===== src/rtl/fp_add_arbiter_pkg.sv =====
// Shared types and constants for the FP32 adder sharing logic.
package fpu_pkg;
  localparam int          FP_W    = 32;
  localparam int          EXP_W   = 8;
  localparam logic [EXP_W-1:0] EXP_MAX = 8'hFF;
  localparam int          REQ_N   = 2;

  typedef struct packed {
    logic ovf;
    logic udf;
  } fp_flags_t;

  function automatic logic [REQ_N-1:0] owner_onehot(input logic owner);
    logic [REQ_N-1:0] oh;
    oh        = '0;
    oh[owner] = 1'b1;
    return oh;
  endfunction
endpackage


===== src/rtl/fp_add_arbiter_if.sv =====
// Requester-side bundle: issue handshake, operands, responses and sticky flags.
interface fp_add_arbiter_if
  import fpu_pkg::*;
#(
  parameter int DATA_W = FP_W
);
  logic [REQ_N-1:0]  req_valid;
  logic [REQ_N-1:0]  req_ready;
  logic [DATA_W-1:0] req0_a;
  logic [DATA_W-1:0] req0_b;
  logic [DATA_W-1:0] req1_a;
  logic [DATA_W-1:0] req1_b;
  logic [REQ_N-1:0]  req_sub;
  logic [REQ_N-1:0]  rsp_valid;
  logic [DATA_W-1:0] rsp_result;
  logic              rsp_ovf;
  logic              rsp_udf;
  logic [REQ_N-1:0]  sticky_ovf;
  logic [REQ_N-1:0]  sticky_udf;
  logic [REQ_N-1:0]  flags_clr;

  modport master (
    output req_valid, req0_a, req0_b, req1_a, req1_b, req_sub, flags_clr,
    input  req_ready, rsp_valid, rsp_result, rsp_ovf, rsp_udf, sticky_ovf, sticky_udf
  );

  modport slave (
    input  req_valid, req0_a, req0_b, req1_a, req1_b, req_sub, flags_clr,
    output req_ready, rsp_valid, rsp_result, rsp_ovf, rsp_udf, sticky_ovf, sticky_udf
  );
endinterface


===== src/rtl/fp_add_arbiter_tag_pipe.sv =====
// Valid/owner shift register that tracks in-flight adder ops; flush empties it.
module fp_add_tag_pipe #(
  parameter int LAT   = 3,
  parameter int OWN_W = 1
) (
  input  logic             clk,
  input  logic             rst,
  input  logic             flush,
  input  logic             in_valid,
  input  logic [OWN_W-1:0] in_owner,
  output logic             out_valid,
  output logic [OWN_W-1:0] out_owner,
  output logic             any_valid
);
  logic [LAT-1:0]            vld_q, vld_d;
  logic [LAT-1:0][OWN_W-1:0] own_q, own_d;

  always_comb begin
    vld_d    = '0;
    own_d    = own_q;
    vld_d[0] = in_valid & ~flush;
    own_d[0] = in_owner;
    for (int i = 1; i < LAT; i++) begin
      vld_d[i] = vld_q[i-1] & ~flush;
      own_d[i] = own_q[i-1];
    end
  end

  always_ff @(posedge clk or posedge rst) begin
    if (rst) begin
      vld_q <= '0;
      own_q <= '0;
    end else begin
      vld_q <= vld_d;
      own_q <= own_d;
    end
  end

  // Last stage lines up with the adder's result for the same op.
  assign out_valid = vld_q[LAT-1];
  assign out_owner = own_q[LAT-1];
  assign any_valid = |vld_q;
endmodule


===== src/rtl/fp_add_arbiter.sv =====
// Round-robin sharing of one fixed-latency FP32 adder between two requesters,
// with result steering back to the owner and per-requester sticky flags.
module fp_add_arbiter
  import fpu_pkg::*;
#(
  parameter int LAT    = 3,
  parameter int DATA_W = FP_W
) (
  input  logic              clk,
  input  logic              rst,
  fp_add_arbiter_if.slave   bus,
  input  logic              issue_en,
  input  logic              flush,
  output logic              add_valid,
  output logic [DATA_W-1:0] add_a,
  output logic [DATA_W-1:0] add_b,
  output logic              add_sub,
  input  logic [DATA_W-1:0] add_result,
  input  logic              add_ovf,
  input  logic              add_udf,
  output logic              busy
);
  logic [REQ_N-1:0]  eligible, grant;
  logic              winner;
  logic              prio_q, prio_d;
  logic              pipe_vld, pipe_any;
  logic [0:0]        pipe_own;
  logic              take;
  logic [REQ_N-1:0]  rsp_valid_q, rsp_valid_d;
  logic [DATA_W-1:0] rsp_result_q, rsp_result_d;
  fp_flags_t         rsp_flags_q, rsp_flags_d;
  logic [REQ_N-1:0]  sticky_ovf_q, sticky_ovf_d;
  logic [REQ_N-1:0]  sticky_udf_q, sticky_udf_d;

  // Arbitration: prio only matters when both requesters are eligible.
  always_comb begin
    eligible = bus.req_valid & {REQ_N{issue_en & ~flush}};
    grant    = eligible;
    if (&eligible) grant = prio_q ? 2'b10 : 2'b01;
    winner = grant[1];
    prio_d = (|grant) ? ~winner : prio_q;
  end

  assign bus.req_ready = grant;
  assign add_valid     = |grant;
  assign add_a         = winner ? bus.req1_a : bus.req0_a;
  assign add_b         = winner ? bus.req1_b : bus.req0_b;
  assign add_sub       = bus.req_sub[winner];

  fp_add_tag_pipe #(
    .LAT   (LAT),
    .OWN_W (1)
  ) u_tag_pipe (
    .clk       (clk),
    .rst       (rst),
    .flush     (flush),
    .in_valid  (add_valid),
    .in_owner  (winner),
    .out_valid (pipe_vld),
    .out_owner (pipe_own),
    .any_valid (pipe_any)
  );

  // A result arriving in the flush cycle is dropped along with the pipe contents.
  always_comb begin
    take         = pipe_vld & ~flush;
    rsp_valid_d  = '0;
    rsp_result_d = rsp_result_q;
    rsp_flags_d  = rsp_flags_q;
    if (take) begin
      rsp_valid_d     = owner_onehot(pipe_own[0]);
      rsp_result_d    = add_result;
      rsp_flags_d.ovf = add_ovf;
      rsp_flags_d.udf = add_udf;
    end
  end

  // Sticky set beats a same-cycle clear so no event is lost.
  always_comb begin
    sticky_ovf_d = sticky_ovf_q;
    sticky_udf_d = sticky_udf_q;
    for (int i = 0; i < REQ_N; i++) begin
      sticky_ovf_d[i] = (sticky_ovf_q[i] & ~bus.flags_clr[i]) | (rsp_valid_q[i] & rsp_flags_q.ovf);
      sticky_udf_d[i] = (sticky_udf_q[i] & ~bus.flags_clr[i]) | (rsp_valid_q[i] & rsp_flags_q.udf);
    end
  end

  always_ff @(posedge clk or posedge rst) begin
    if (rst) begin
      prio_q       <= 1'b0;
      rsp_valid_q  <= '0;
      rsp_result_q <= '0;
      rsp_flags_q  <= '0;
      sticky_ovf_q <= '0;
      sticky_udf_q <= '0;
    end else begin
      prio_q       <= prio_d;
      rsp_valid_q  <= rsp_valid_d;
      rsp_result_q <= rsp_result_d;
      rsp_flags_q  <= rsp_flags_d;
      sticky_ovf_q <= sticky_ovf_d;
      sticky_udf_q <= sticky_udf_d;
    end
  end

  assign bus.rsp_valid  = rsp_valid_q;
  assign bus.rsp_result = rsp_result_q;
  assign bus.rsp_ovf    = rsp_flags_q.ovf;
  assign bus.rsp_udf    = rsp_flags_q.udf;
  assign bus.sticky_ovf = sticky_ovf_q;
  assign bus.sticky_udf = sticky_udf_q;
  assign busy           = pipe_any | (|rsp_valid_q);
endmodule


===== src/flat_wrapper.sv =====
// flat-port wrapper written by rule: the top's interface ports become plain ports
module fp_add_arbiter_flat import fpu_pkg::*;
#(
  parameter int LAT    = 3,
  parameter int DATA_W = FP_W
)
  (clk, rst, issue_en, flush, add_valid, add_a, add_b, add_sub, add_result, add_ovf, add_udf, busy, bus_req_valid, bus_req0_a, bus_req0_b, bus_req1_a, bus_req1_b, bus_req_sub, bus_flags_clr, bus_req_ready, bus_rsp_valid, bus_rsp_result, bus_rsp_ovf, bus_rsp_udf, bus_sticky_ovf, bus_sticky_udf);
  fp_add_arbiter_if #(.DATA_W(DATA_W)) bus_i ();
  input  logic clk;
  input  logic rst;
  input  logic issue_en;
  input  logic flush;
  output logic add_valid;
  output logic [DATA_W-1:0] add_a;
  output logic [DATA_W-1:0] add_b;
  output logic add_sub;
  input  logic [DATA_W-1:0] add_result;
  input  logic add_ovf;
  input  logic add_udf;
  output logic busy;
  input wire logic [$bits(bus_i.req_valid)-1:0] bus_req_valid;
  input wire logic [$bits(bus_i.req0_a)-1:0] bus_req0_a;
  input wire logic [$bits(bus_i.req0_b)-1:0] bus_req0_b;
  input wire logic [$bits(bus_i.req1_a)-1:0] bus_req1_a;
  input wire logic [$bits(bus_i.req1_b)-1:0] bus_req1_b;
  input wire logic [$bits(bus_i.req_sub)-1:0] bus_req_sub;
  input wire logic [$bits(bus_i.flags_clr)-1:0] bus_flags_clr;
  output wire logic [$bits(bus_i.req_ready)-1:0] bus_req_ready;
  output wire logic [$bits(bus_i.rsp_valid)-1:0] bus_rsp_valid;
  output wire logic [$bits(bus_i.rsp_result)-1:0] bus_rsp_result;
  output wire logic [$bits(bus_i.rsp_ovf)-1:0] bus_rsp_ovf;
  output wire logic [$bits(bus_i.rsp_udf)-1:0] bus_rsp_udf;
  output wire logic [$bits(bus_i.sticky_ovf)-1:0] bus_sticky_ovf;
  output wire logic [$bits(bus_i.sticky_udf)-1:0] bus_sticky_udf;
  assign bus_i.req_valid = bus_req_valid;
  assign bus_i.req0_a = bus_req0_a;
  assign bus_i.req0_b = bus_req0_b;
  assign bus_i.req1_a = bus_req1_a;
  assign bus_i.req1_b = bus_req1_b;
  assign bus_i.req_sub = bus_req_sub;
  assign bus_i.flags_clr = bus_flags_clr;
  assign bus_req_ready = bus_i.req_ready;
  assign bus_rsp_valid = bus_i.rsp_valid;
  assign bus_rsp_result = bus_i.rsp_result;
  assign bus_rsp_ovf = bus_i.rsp_ovf;
  assign bus_rsp_udf = bus_i.rsp_udf;
  assign bus_sticky_ovf = bus_i.sticky_ovf;
  assign bus_sticky_udf = bus_i.sticky_udf;
  fp_add_arbiter #(.LAT(LAT), .DATA_W(DATA_W)) u_core (.clk(clk), .rst(rst), .bus(bus_i), .issue_en(issue_en), .flush(flush), .add_valid(add_valid), .add_a(add_a), .add_b(add_b), .add_sub(add_sub), .add_result(add_result), .add_ovf(add_ovf), .add_udf(add_udf), .busy(busy));
endmodule

===== config.mk =====
export PLATFORM = sky130hd
export DESIGN_NAME = fp_add_arbiter_flat
export DESIGN_NICKNAME = d
export VERILOG_FILES = /design/src/rtl/fp_add_arbiter_pkg.sv /design/src/rtl/fp_add_arbiter_if.sv /design/src/rtl/fp_add_arbiter_tag_pipe.sv /design/src/rtl/fp_add_arbiter.sv /design/src/flat_wrapper.sv
export SDC_FILE = /design/constraint.sdc
export NUM_CORES = 1
export LEC_CHECK = 0
export ABC_AREA = 1
export CORE_AREA = 2 2 108 110
export DETAILED_ROUTE_END_ITERATION = 12
export DIE_AREA = 0 0 110 112
export GPL_TIMING_DRIVEN = 0
export PLACE_DENSITY = 0.74
export SLEW_MARGIN = 40
export SYNTH_ARGS = -nofsm -noshare
export SYNTH_HDL_FRONTEND = slang
export SYNTH_SLANG_ARGS = --single-unit

===== constraint.sdc =====
create_clock -name clk -period 1.83 [get_ports clk]
set_input_delay 0.2745 -clock clk [delete_from_list [all_inputs] [get_ports clk]]
set_output_delay 0.2745 -clock clk [all_outputs]
set_load 0.05 [all_outputs]

==> flow_summary.toml <==
[status]
status = "finished with violations"
violations = "negative setup slack"

[final_layout]
multi_input_area_sq_um = 1740
final-instance-count-excl-fill = 859
fillers = 985
insertedDiodeCount = 0
fin_area_sq_um = 6720
drive_above_1_share = 0.279
nets = 887
seq_area_sq_um = 1180
syn_to_final_growth_pct = 132

[floorplan]
coreArea_sq_um = 11200
io_pins = 281
start_util = 0.259
fp.dieW_um = 110
num_rows = 39
die-area_sq_um = 12300
fp.dieH_um = 112

[place]
hpwl_um = 10300
place_congestion = 0.874
placed_area_sq_um = 5900
port_buffers = 280
dp_cells = 844

[timing]
holdWs_ps = 232
worstMarginPinSlew_ps = 535
max_freq_mhz = 545
fin_tns_setup_ps = -7.62
finClkSkew_ps = 6.16
slew_viol_final = 0
fin_ws_ps = -3.85
period_needed_ps = 1830
slew_headroom = 0.642
post-route-period-util = 1.00
setup_viol = 2
rsz0062_at_grt = "true"
hold_violations = 0

[power]
p_leak_uw = 0.00318
power.density_nw_per_um2 = 772
vdd_drop_max_v = 0.000727

[grt]
grt_use_total = 0.204
grt_max_degree = 39
grt_pass1_wl_um = 19900
grt_overflow = 0
grt_antenna_before_repair = 0
first_global_vias = 4018

[yosys]
synth_most_common_cell = "nand2_1"
synth_compound_area_frac = 0.0155
synthAdderAreaFrac = 0
synth_top_family_by_area = "simple AND/OR/NAND/NOR gates"
synth_seq_cells = 47
yosysTopAreaCellShare = 0.406
synth_mux_area_frac = 0
synthCells = 420
synthesis.area_sq_um = 2900
synth_top_cell_by_area = "dfrtp_1"
ys_seq_area_frac = 0.406
synthArstFlopShare = 1.00
synth_area_leaders = "dfrtp_1 41%, nand2_1 26%, nand4_1 14%, nand3_1 6.0%, buf_4 2.8%"
ys_warn_count = 0
synth_commonest_cells = "199 x nand2_1, 65 x nand4_1, 47 x dfrtp_1"
synth_xor_area_frac = 0
synthSimpleGateAreaFrac = 0.473
avgSynthCellArea_sq_um = 6.90
synthFlopType = "dfrtp_1"
syn-num-nets = 592
synth_edf_count = 0
ys_types = 15

[worst_setup_path]
cp.required_ps = 1560
worstPathMaxFanout = 8
start_kind = "register"
crit_type = "reg2out"
arrival_ps = 1560
end_kind = "primary output"

[worst_hold_path]
holdCritPathClass = "in2reg"

[clock_tree]
htreeDepth = 2
cts_tree = "built"
clkSlewWorstSetupHoldPaths_ps = 60
cts_root_buf = "clkbuf_16"
clockBufferDepth = 2
numCtsBuffers = 5
insertion_delay_ps = 290
cts_sinks = 47

[drt]
ant_nets = 0
drtIter0Drc = 236
wl_per_cell_um = 16.5
dr.pass1.iters = 4
via_per_inst = 4.83
drc = 0
routed-via-count = 4149
drt-total-wl_um = 14100

[job]
cap_viol_max_count = 0
-- worst max-delay path: stages (launching register included) --
cell     delay (ps)
dfrtp_1         400
inv_2            90
nand2_4          70
nand3_4         110
buf_12          160
buf_8           140
nand2_2          60
nand2_2          90
buf_8           150
-- placed cells by master, fill, tap and decap left out, drive strengths merged --
master         count
dlygate4sd2        2
bufinv             1
nand3             35
nor3               1
clkbuf            21
nand2            199
buf              104
nor2               9
dfrtp             47
inv               17
o22ai              4
a21oi              4
clkdlybuf4s50    206
dlymetal6s2s       1
nand4             65
-- final timing paths --
kind	startpoint	to	slack (ps)	depth (start not counted)
min in group asynchronous	rst	u_core.bus.rsp_result[20]	240	2
hold / removal	flush	u_core.u_tag_pipe.vld_q[2]	230	2
setup / recovery	u_core.prio_q	add_a[7]	-4	8
max in group asynchronous	rst	u_core.bus.sticky_udf[0]	1170	3
hold reg to reg	u_core.u_tag_pipe.own_d[1]	u_core.u_tag_pipe.own_d[2]	350	0
setup reg to reg	u_core.u_tag_pipe.vld_q[2]	u_core.bus.rsp_result[8]	590	4
-- metal layers --
metal / vias up / part of all wire / routed length, um / track usage
met5: - / 0 / 0 / 0
met4: 0 / 0.026 / 367 / 0.0616
met3: 28 / 0.099 / 1400 / 0.0644
met2: 215 / 0.53 / 7450 / 0.369
met1: 1923 / 0.35 / 4930 / 0.224
li1: 1983 / - / - / -
-- logic make-up after synthesis --
logic type | after synthesis
simple gates | 309
compound gates | 8
flops | 47
buf+inv | 56
-- report_power, final --
group | switching, uW | leakage, uW | internal, uW
logic | 1690 | 0.00249 | 1100
registers | 99.4 | 0.000602 | 1230
clock network | 378 | 0.0000875 | 686
total | 2170 | 0.00318 | 3010
-- area by class of cell --
| class | instances | share of cell area |
|---|---|---|
| repair buffers | 288 | 0.453 |
| multi-input cells | 317 | 0.259 |
| flip-flops and latches | 47 | 0.175 |
| plain buffers | 40 | 0.0507 |
| well taps | 143 | 0.0266 |
| clock buffers | 6 | 0.0207 |
| inverters | 16 | 0.00931 |
| clock inverters | 2 | 0.00577 |
-- registers in the layout, indices dropped and copies added, names as in the netlist --
| register | cells |
|---|---|
| u_core.bus.rsp_udf | 1 |
| u_core.u_tag_pipe.out_owner | 1 |
| u_core.bus.rsp_result | 32 |
| u_core.bus.sticky_udf | 2 |
| u_core.bus.rsp_valid | 2 |
| u_core.bus.sticky_ovf | 2 |
| u_core.u_tag_pipe.own_d | 2 |
| u_core.prio_q | 1 |
| u_core.u_tag_pipe.vld_q | 3 |
| u_core.bus.rsp_ovf | 1 |
-- repair_timing --
action	in CTS	in global routing
gates cloned	3	2
endpoints found under the hold margin	0	0
setup buffers	2	1
pin swaps	2	5
hold buffers	0	0
gates resized for setup	501	136
endpoints found under the setup margin	69	70
-- metrics by stage --
stage | utilization | setup WS [ps] | power, uW
2_1_floorplan | - | 109 | 2800
3_3_place_gp | 0.526 | -903 | 3860
3_5_place_dp | 0.528 | -931 | 3900
4_1_cts | 0.560 | -33.4 | 5060
5_1_grt | 0.601 | -74.5 | 5410
6_report | 0.601 | -3.85 | 5180
(Power assumes the default switching activity.)
